--- config.mk ---
export PLATFORM = sky130hd
export DESIGN_NAME = vec_fetch_dispatch_ctrl
export DESIGN_NICKNAME = d
export VERILOG_FILES = /design/src/rtl/fetch_ctrl_pkg.sv /design/src/rtl/redirect_prio_mux.sv /design/src/rtl/vec_fetch_dispatch_ctrl.sv
export SDC_FILE = /design/constraint.sdc
export NUM_CORES = 1
export LEC_CHECK = 0
export BUFFER_PORTS_ARGS = -buffer_cell sky130_fd_sc_hd__clkbuf_2
export CAP_MARGIN = 30
export CORE_AREA = 2 2 83 85
export CTS_CLUSTER_SIZE = 12
export DETAILED_ROUTE_END_ITERATION = 8
export DIE_AREA = 0 0 85 87
export PLACE_DENSITY = 0.89
export SLEW_MARGIN = 20
export SYNTH_ARGS = -nofsm -noshare
export SYNTH_HDL_FRONTEND = slang
export SYNTH_SLANG_ARGS = --single-unit
--- constraint.sdc ---
create_clock -name CLK -period 2.51 [get_ports CLK]
set_input_delay 0.3765 -clock CLK [delete_from_list [all_inputs] [get_ports CLK]]
set_output_delay 0.3765 -clock CLK [all_outputs]
set_load 0.03 [all_outputs]
--- src/rtl/fetch_ctrl_pkg.sv ---
// Shared encodings and defaults for the vector fetch/dispatch controller.
package fetch_ctrl_pkg;

   // Controller FSM states; the encoding is visible on ctrl_state.
   typedef enum logic [1:0] {
      ST_IDLE     = 2'd0,
      ST_THROTTLE = 2'd1,
      ST_HOLD     = 2'd2,
      ST_REPLAY   = 2'd3
   } ctrl_state_t;

   // Redirect source codes, listed from "no redirect" down to lowest priority.
   typedef enum logic [2:0] {
      SRC_NONE   = 3'd0,
      SRC_IRQ    = 3'd1,
      SRC_BR     = 3'd2,
      SRC_REPLAY = 3'd3,
      SRC_BPU    = 3'd4
   } redir_src_t;

   localparam int DEF_ADDR_W   = 32;
   localparam int DEF_CNT_W    = 4;
   localparam int DEF_LIMIT_SV = 5;
   localparam int DEF_LIMIT_VV = 6;

endpackage

--- src/rtl/redirect_prio_mux.sv ---
// Combinational four-way PC redirect selector: IRQ > BR > REPLAY > BPU.
module redirect_prio_mux
   import fetch_ctrl_pkg::*;
#(
   parameter int ADDR_W = DEF_ADDR_W
) (
   input  logic              i_irq_req,
   input  logic [ADDR_W-1:0] i_irq_addr,
   input  logic              i_br_req,
   input  logic [ADDR_W-1:0] i_br_addr,
   input  logic              i_replay_req,
   input  logic [ADDR_W-1:0] i_replay_addr,
   input  logic              i_bpu_req,
   input  logic [ADDR_W-1:0] i_bpu_addr,
   output logic              o_valid,
   output logic [ADDR_W-1:0] o_addr,
   output logic [2:0]        o_src
);

   // Pick the highest-priority active request; valid follows the source code.
   always_comb begin
      o_addr = '0;
      o_src  = SRC_NONE;
      if (i_irq_req) begin
         o_addr = i_irq_addr;
         o_src  = SRC_IRQ;
      end else if (i_br_req) begin
         o_addr = i_br_addr;
         o_src  = SRC_BR;
      end else if (i_replay_req) begin
         o_addr = i_replay_addr;
         o_src  = SRC_REPLAY;
      end else if (i_bpu_req) begin
         o_addr = i_bpu_addr;
         o_src  = SRC_BPU;
      end
      o_valid = (o_src != SRC_NONE);
   end

endmodule

--- src/rtl/vec_fetch_dispatch_ctrl.sv ---
// Fetch throttle/replay controller for vector stalls plus redirect arbitration.
// Optional performance counters are built when VEC_FETCH_PERF_EN is defined.
module vec_fetch_dispatch_ctrl
   import fetch_ctrl_pkg::*;
#(
   parameter int ADDR_W   = DEF_ADDR_W,
   parameter int CNT_W    = DEF_CNT_W,
   parameter int LIMIT_SV = DEF_LIMIT_SV,
   parameter int LIMIT_VV = DEF_LIMIT_VV
) (
   input  logic              CLK,
   input  logic              RST_N,
   input  logic              Vector__Stall,
   input  logic [1:0]        Vector_release_counter,
   input  logic              sv_vv,
   input  logic              IF_ID_Freeze,
   input  logic              fetch_valid,
   input  logic [ADDR_W-1:0] pc_cur,
   input  logic              PC_Control__IRQ,
   input  logic [ADDR_W-1:0] ISR_ADDRESS,
   input  logic              Branch_Taken__EX_MEM,
   input  logic [ADDR_W-1:0] Branch_Target_Addr__EX_MEM,
   input  logic              BPU__Branch_Taken__IF_ID,
   input  logic [ADDR_W-1:0] BPU__Branch_Target_Addr__IF_ID,
   output logic              fetch_hold,
   output logic              redirect_valid,
   output logic [ADDR_W-1:0] redirect_addr,
   output logic [2:0]        redirect_src,
   output logic [CNT_W-1:0]  dispatch_count,
`ifdef VEC_FETCH_PERF_EN
   output logic [31:0]       perf_hold_cycles,
   output logic [31:0]       perf_replays,
`endif
   output logic [1:0]        ctrl_state
);

   localparam logic [CNT_W-1:0] LIM_SV_C = CNT_W'(LIMIT_SV);
   localparam logic [CNT_W-1:0] LIM_VV_C = CNT_W'(LIMIT_VV);

   ctrl_state_t       r_state, w_state_nxt;
   logic [CNT_W-1:0]  r_count, w_count_nxt;
   logic [CNT_W-1:0]  r_limit, w_limit_nxt;
   logic [ADDR_W-1:0] r_replay_pc, w_replay_pc_nxt;
   logic [CNT_W-1:0]  w_count_inc;
   logic              w_flush;
   logic              w_release;
   logic              w_dispatch;
   logic              w_irq_req;
   logic              w_br_req;
   logic              w_replay_req;
   logic              w_bpu_req;

   assign w_flush    = PC_Control__IRQ | Branch_Taken__EX_MEM;
   assign w_release  = ~Vector__Stall | (Vector_release_counter != 2'b00);
   assign w_dispatch = fetch_valid & ~IF_ID_Freeze;
   assign w_count_inc = (r_count >= r_limit) ? r_limit : (r_count + CNT_W'(1));

   // State, counter, limit and replay PC registers.
   always_ff @(posedge CLK or negedge RST_N) begin
      if (!RST_N) begin
         r_state     <= ST_IDLE;
         r_count     <= '0;
         r_limit     <= LIM_VV_C;
         r_replay_pc <= '0;
      end else begin
         r_state     <= w_state_nxt;
         r_count     <= w_count_nxt;
         r_limit     <= w_limit_nxt;
         r_replay_pc <= w_replay_pc_nxt;
      end
   end

   // Next-state logic; a flush from IRQ or resolved branch overrides everything.
   always_comb begin
      w_state_nxt     = r_state;
      w_count_nxt     = r_count;
      w_limit_nxt     = r_limit;
      w_replay_pc_nxt = r_replay_pc;
      if (w_flush) begin
         w_state_nxt = ST_IDLE;
         w_count_nxt = '0;
      end else begin
         case (r_state)
            ST_IDLE: begin
               w_count_nxt = '0;
               if (Vector__Stall) begin
                  w_state_nxt = ST_THROTTLE;
                  w_limit_nxt = sv_vv ? LIM_SV_C : LIM_VV_C;
               end
            end
            ST_THROTTLE: begin
               if (w_release) begin
                  w_state_nxt = ST_IDLE;
                  w_count_nxt = '0;
               end else if (w_dispatch) begin
                  w_count_nxt = w_count_inc;
                  if (w_count_inc == r_limit) begin
                     w_state_nxt     = ST_HOLD;
                     w_replay_pc_nxt = pc_cur;
                  end
               end
            end
            ST_HOLD: begin
               if (w_release) begin
                  w_state_nxt = ST_REPLAY;
               end
            end
            ST_REPLAY: begin
               w_state_nxt = ST_IDLE;
               w_count_nxt = '0;
            end
            default: begin
               w_state_nxt = ST_IDLE;
               w_count_nxt = '0;
            end
         endcase
      end
   end

   // Requests are qualified by reset so every output reads 0 while reset is asserted.
   assign fetch_hold     = (r_state == ST_HOLD);
   assign w_irq_req      = PC_Control__IRQ & RST_N;
   assign w_br_req       = Branch_Taken__EX_MEM & RST_N;
   assign w_replay_req   = (r_state == ST_REPLAY) & RST_N;
   assign w_bpu_req      = BPU__Branch_Taken__IF_ID & ~fetch_hold & RST_N;
   assign dispatch_count = r_count;
   assign ctrl_state     = r_state;

   redirect_prio_mux #(
      .ADDR_W (ADDR_W)
   ) u_prio (
      .i_irq_req     (w_irq_req),
      .i_irq_addr    (ISR_ADDRESS),
      .i_br_req      (w_br_req),
      .i_br_addr     (Branch_Target_Addr__EX_MEM),
      .i_replay_req  (w_replay_req),
      .i_replay_addr (r_replay_pc),
      .i_bpu_req     (w_bpu_req),
      .i_bpu_addr    (BPU__Branch_Target_Addr__IF_ID),
      .o_valid       (redirect_valid),
      .o_addr        (redirect_addr),
      .o_src         (redirect_src)
   );

`ifdef VEC_FETCH_PERF_EN
   logic [31:0] r_perf_hold;
   logic [31:0] r_perf_rep;

   // Free-running (wrapping) counts of HOLD cycles and issued replays.
   always_ff @(posedge CLK or negedge RST_N) begin
      if (!RST_N) begin
         r_perf_hold <= '0;
         r_perf_rep  <= '0;
      end else begin
         if (r_state == ST_HOLD) begin
            r_perf_hold <= r_perf_hold + 32'd1;
         end
         if (redirect_src == SRC_REPLAY) begin
            r_perf_rep <= r_perf_rep + 32'd1;
         end
      end
   end

   assign perf_hold_cycles = r_perf_hold;
   assign perf_replays     = r_perf_rep;
`endif

endmodule
======== Yosys cells after proc, flatten, opt, wreduce, memory -nomap -nowiden ========
Index checks and enable logic that the tools add are counted.
operators by class
  mux-type cells .......................... 21
  order comparisons ....................... 1
  equality and inequality tests ........... 8
  bitwise logic cells ..................... 13
  $add $sub $neg .......................... 1
  reduce and logical (&&, ||, !) cells .... 9
operators with widths
  kind                   count
  $mux W32               4
  $mux W4                4
  $mux W2                7
  $mux W3                4
  $ne A4 B4 Y1 const B   2
  $pmux W2 S4            1
  $pmux W4 S2            1
  $and A1 B1 Y1          6
  $reduce_bool A3 Y1     2
  $not A1 Y1             5
  $reduce_and A5 Y1      1
  $add A4 B1 Y4 const B  1
  $eq A2 B2 Y1 const B   2
  $eq A4 B4 Y1           1
  $ge A4 B4 Y1           1
  $reduce_and A4 Y1      1
  $ne A3 B1 Y1 const B   1
  $ne A3 B3 Y1 const B   1
  $reduce_and A3 Y1      1
  $eq A2 B1 Y1 const B   1
  $logic_not A2 Y1       1
  $or A1 B1 Y1           2
  $reduce_and A2 Y1      1
  $reduce_bool A2 Y1     1
  $reduce_or A2 Y1       1
word-level totals
  logic and storage cells ................. 57
  input bits .............................. 139
  output and inout bits ................... 43
  register bits after elaboration ......... 42

======== Logic depth before layout (Yosys ltp) ========
  depth in word-level cells ............... 9
  mapped depth ............................ 8
  depth with buffers taken out ............ 7

======== Cells and area by module ========
Synthesis repeated with hierarchy kept, for this count alone.
unflattened totals
  cells, all modules ...................... 291
  area, all modules ....................... 2,766.4 um2
by module, submodules not included
  module                   sequential area each (um2)  area an instance (um2)  instances  cells an instance
  vec_fetch_dispatch_ctrl  1,002.2                     1,835.5                 1          138
  redirect_prio_mux        0.0                         930.9                   1          153

======== Worst setup path before layout ========
OpenSTA, ideal clock, no wires.
  path type ............................... flip-flop to output port
  from .................................... register r_state[0], in the netlist ctrl_state[0]
  to ...................................... output port redirect_addr[22]
  data required time ...................... 2,134 ps
  arrival ................................. 2,565 ps
  cell stages (with the launch flop) ...... 8
  path slack .............................. -431 ps
  buffers on the path ..................... 1
  cell sequence ........................... dfrtp_1 > inv_1 > ha_1 > nor3_1 > buf_2 > a221o_1 > o21ai_0 > o21ai_0
on the way
  cells in the longest elaborated chain, start to end .. 8
  elaborated cells on any way between the ends .. 10
  those cells by class .................... 2 x eq/ne; 4 x mux; 4 x bitwise
ends and longest elaborated chain
  item                         line                            text
  from (decl)                  vec_fetch_dispatch_ctrl.sv:40   ctrl_state_t r_state, w_state_nxt;
  from (signal assigned)       vec_fetch_dispatch_ctrl.sv:66   r_state <= w_state_nxt;
  $eq A2 B2 Y1                 vec_fetch_dispatch_ctrl.sv:121  assign fetch_hold = (r_state == ST_HOLD);
  named net fetch_hold         vec_fetch_dispatch_ctrl.sv:25   output logic fetch_hold,
  $not A1 Y1                   vec_fetch_dispatch_ctrl.sv:125  assign w_bpu_req = BPU__Branch_Taken__IF_ID & ~fetch_hold & RST_N;
  $and A1 B1 Y1 (2 in series)  vec_fetch_dispatch_ctrl.sv:125
  $mux W32                     redirect_prio_mux.sv:33         end else if (i_bpu_req) begin
  $mux W32                     redirect_prio_mux.sv:30         end else if (i_replay_req) begin
  $mux W32                     redirect_prio_mux.sv:27         end else if (i_br_req) begin
  $mux W32                     redirect_prio_mux.sv:24         if (i_irq_req) begin
  to (decl)                    vec_fetch_dispatch_ctrl.sv:27   output logic [ADDR_W-1:0] redirect_addr,
The timed path passes the listed nets, and every way through them passes these cells.

======== Worst setup path in the final report ========
  from .................................... register r_state[1], in the netlist ctrl_state[1]
  to ...................................... output port redirect_addr[21]
on the way
  cells in the longest elaborated chain, start to end .. 8
  elaborated cells on any way between the ends .. 10
  those cells by class .................... 2 x eq/ne; 4 x mux; 4 x bitwise
ends and longest elaborated chain
  item                         line
  $eq A2 B2 Y1                 vec_fetch_dispatch_ctrl.sv:121
  $not A1 Y1                   vec_fetch_dispatch_ctrl.sv:125
  $and A1 B1 Y1 (2 in series)  vec_fetch_dispatch_ctrl.sv:125
  $mux W32                     redirect_prio_mux.sv:33
  $mux W32 (*)                 redirect_prio_mux.sv:30
  $mux W32 (*)                 redirect_prio_mux.sv:27
  $mux W32 (*)                 redirect_prio_mux.sv:24
Mark *: on every way between the ends. The rest lies on a longest branch, timed or not.

==> key figures <==
Outcome
  – Status: finished, final reports clean

Floorplanning
  – Die height: 87 µm
  – Num rows: 30
  – Io pins: 182
  – Core area: approximately 0.0066 mm²
  – Initial Util: 0.416
  – Die Area: 0.00740 mm²
  – Die X: 85 µm

Logic synthesis
  – #FFs+latches synth: 40
  – Count leader, synth: o21ai_0
  – Number of enable flip-flop cells after synthesis: 0
  – Cell taking the most area after synthesis: dfrtp_1
  – Ys Warns: 0
  – Async set-reset flop share out of synthesis: 1.00
  – Prevailing post-synth register cell: dfrtp_1
  – Synth cell count leaders: 64 x o21ai_0, 43 x nand2_1, 39 x dfrtp_1
  – Syn Nets: roughly 440
  – Count of cell types in the netlist: 39
  – Synth top area share: 0.357
  – Mapped cell area: around 0.0027 mm²
  – Sequential fraction of the synthesis area: 0.366
  – Ranking of synthesized cells by area: dfrtp_1 36%, mux2_2 13%, a221o_1 12%
  – Syn_area_per_cell: 9.21 µm²
  – Synthesized netlist cell count: roughly 300

Placed design
  – Placed insts: between 500 and 600
  – Port buffer count: 181
  – GP Congestion: 0.938
  – Post-DP HPWL: 6960 µm
  – Dpl cell area: 0.00391 mm²
  – DP Worst Slack: 240 ps

Pwr
  – Max VDD drop: 0.000257 V
  – Static Leak: 2.15 nW
  – Power consumption: 1.66 mW
  – Cell area power density: 401 mW/mm²

STA
  – Fmax: about 400 MHz
  – Final setup vio count: 0
  – Max-slew violations: 0
  – Fin. Hold Viols: 0
  – Min cycle time layout: 2500 ps
  – Setup Skew: 8.68 ps
  – Min Hold Slack: 152 ps
  – Fin worst setup slack: around 9.3 ps
  – Final worst path period share: 0.996
  – Slew @ Worst Pin: 486 ps
  – Slew HR: 0.675

Drt
  – DRT Pass-1 Iters: 4
  – Via density: 5.53
  – Residual DRC count: 0
  – Initial DRC count: 97
  – Post-DRT Antenna Nets: 0
  – Vias after detailed routing: 3117
  – Routed wire length: 9130 µm
  – Average wire per standard cell: around 16 µm

CTS
  – Root Buffer: clkbuf_8
  – Clock Latency Late Sink: about 290 ps
  – Clock transition at path regs: 80 ps
  – H-tree Lvls: 2
  – Sink Count: 40
  – Bufs on Longest Clock Path: 2
  – CTS tree: yes
  – CTS buffer count: 5

Layout
  – Fin area: just over 0.004 mm²
  – Layout cell share with drive strength beyond 1: 0.593
  – Diodes inserted: 0
  – Non-filler instance count after layout: 564
  – Final #Nets: 629
  – P&R area growth vs syn: 51.5%

Hold path
  – Worst Hold Class: input port to asynchronous set/reset pin

Worst setup path
  – Worst Path Required: ~2100 ps
  – Startpoint types: flip-flop
  – FF-to-FF Start: r_limit[1]
  – R2R depth: 8
  – Crit path largest cell delay: 460 ps
  – Crit-path slowest cell: dfrtp_2
  – CP max FO: 10
  – Setup CP Type: flip-flop to primary output
  – Worst setup EP type: primary output
  – Critical path, cell by cell: ha_4 > nor3_4 > buf_4 > clkbuf_16 > a221o_1 > o21ai_0 > o21ai_2 > clkbuf_2
  – WP data arrival: approximately 2100 ps
  – Crit Reg-Reg Endpoint: r_replay_pc[7]
  – Reg-to-reg setup timing slack: 210 ps

Global route
  – Global route overflow: 0
  – Initial antenna violation count: 0
  – GRT Util Overall: 0.234
  – Vias in the first global route: between 3000 and 4000
  – First-pass GRT wire length: approximately 14000 µm
  – Largest net degree at the start of global routing: 34

Run
  – Max_cap viols: 0
## state kept, by name (all words and copies together), names as in the netlist
| name | count |
|---|---|
| ctrl_state | 2 |
| dispatch_count | 4 |
| r_limit | 2 |
| r_replay_pc | 32 |
## worst max-delay path, delay by kind of cell, from the launching register on
kind	cells	cell delay [ps]
buf+inv	3	550
simple gates	1	270
flops	1	460
compound gates	3	350
fa+ha+maj	1	210
## through the flow
stage	utilization	setup TNS, ps
after floorplan	-	0
after global placement	0.595	0
after detailed placement	0.595	0
after CTS	0.612	0
after global routing	0.631	-1770
final	0.631	0
## worst max-delay path by stage
stage               depth (start not counted)          start           endpoint  slack [ps]
floorplan                                   7  ctrl_state[0]  redirect_addr[22]         120
global placement                            7  ctrl_state[0]   redirect_addr[0]         290
detailed placement                          8     r_limit[1]     r_replay_pc[7]         240
CTS                                         8  ctrl_state[0]  redirect_addr[19]           6
global route                                8  ctrl_state[0]  redirect_addr[21]         -90
finish                                      8  ctrl_state[1]  redirect_addr[21]           9
## power by group
part / internal, mW / switching [mW] / total, mW
Clock: 0.224 / 0.227 / 0.450
Sequential: 0.656 / 0.0120 / 0.668
Combinational: 0.231 / 0.311 / 0.541
## cell usage in the layout (no fill, tap or decap), types with 2 or more instances in the layout
| master | synthesis | final |
|---|---|---|
| nor2_1 | 4 | 4 |
| and2_1 | 3 | 2 |
| ha_1 | 7 | 5 |
| nand3_1 | 4 | 4 |
| clkbuf_2 | 0 | 169 |
| a221o_1 | 32 | 32 |
| inv_1 | 4 | 3 |
| dfrtp_1 | 39 | 37 |
| buf_6 | 3 | 4 |
| o21ai_1 | 5 | 2 |
| buf_2 | 3 | 4 |
| nand2b_1 | 2 | 2 |
| ha_4 | 0 | 2 |
| o21ai_2 | 1 | 32 |
| buf_4 | 0 | 15 |
| nor3_4 | 1 | 2 |
| clkbuf_4 | 0 | 6 |
| clkbuf_8 | 0 | 6 |
| buf_12 | 0 | 2 |
| nor2b_1 | 3 | 3 |
| mux2_2 | 32 | 32 |
| o21ai_0 | 64 | 36 |
| o21bai_1 | 3 | 3 |
| a21oi_1 | 4 | 4 |
| dfrtp_2 | 0 | 2 |
| mux2i_1 | 3 | 3 |
| nand2_1 | 43 | 43 |
## metal layers
| metal | track usage | share of wire | up-vias |
|---|---|---|---|
| li1 | - | - | 1497 |
| met1 | 0.260 | 0.38 | 1469 |
| met2 | 0.433 | 0.53 | 130 |
| met3 | 0.0578 | 0.064 | 21 |
| met4 | 0.0851 | 0.022 | 0 |
| met5 | 0 | 0 | - |
## layout make-up
cell class	instances	area, µm²
Timing Repair Buffer	203	1160
Multi-Input combinational cell	229	1770
Inverter	4	15.0
Tap cell	80	100
Fill cell	550	2430
Clock buffer	7	86.3
Sequential cell	40	1000
Clock inverter	1	7.51
## cell families (layout without fill, tap and decap cells)
group / after synthesis / after routing / synth area share
compound gates: 117 / 117 / 0.286
simple gates: 67 / 67 / 0.114
flops: 40 / 40 / 0.366
mux: 36 / 36 / 0.147
buf+inv: 28 / 215 / 0.0480
fa+ha+maj: 7 / 7 / 0.0320
xor+xnor: 2 / 2 / 0.00641
## timing repair
action                                  CTS  global route
pin swaps                                 0             1
endpoints found under the hold margin     2             0
gates cloned                              0             2
setup buffers                             0             3
endpoints found under the setup margin   29            32
hold buffers                              1             0
gates resized for setup                   2            36
Note: power is estimated with default switching activity, not from simulation.
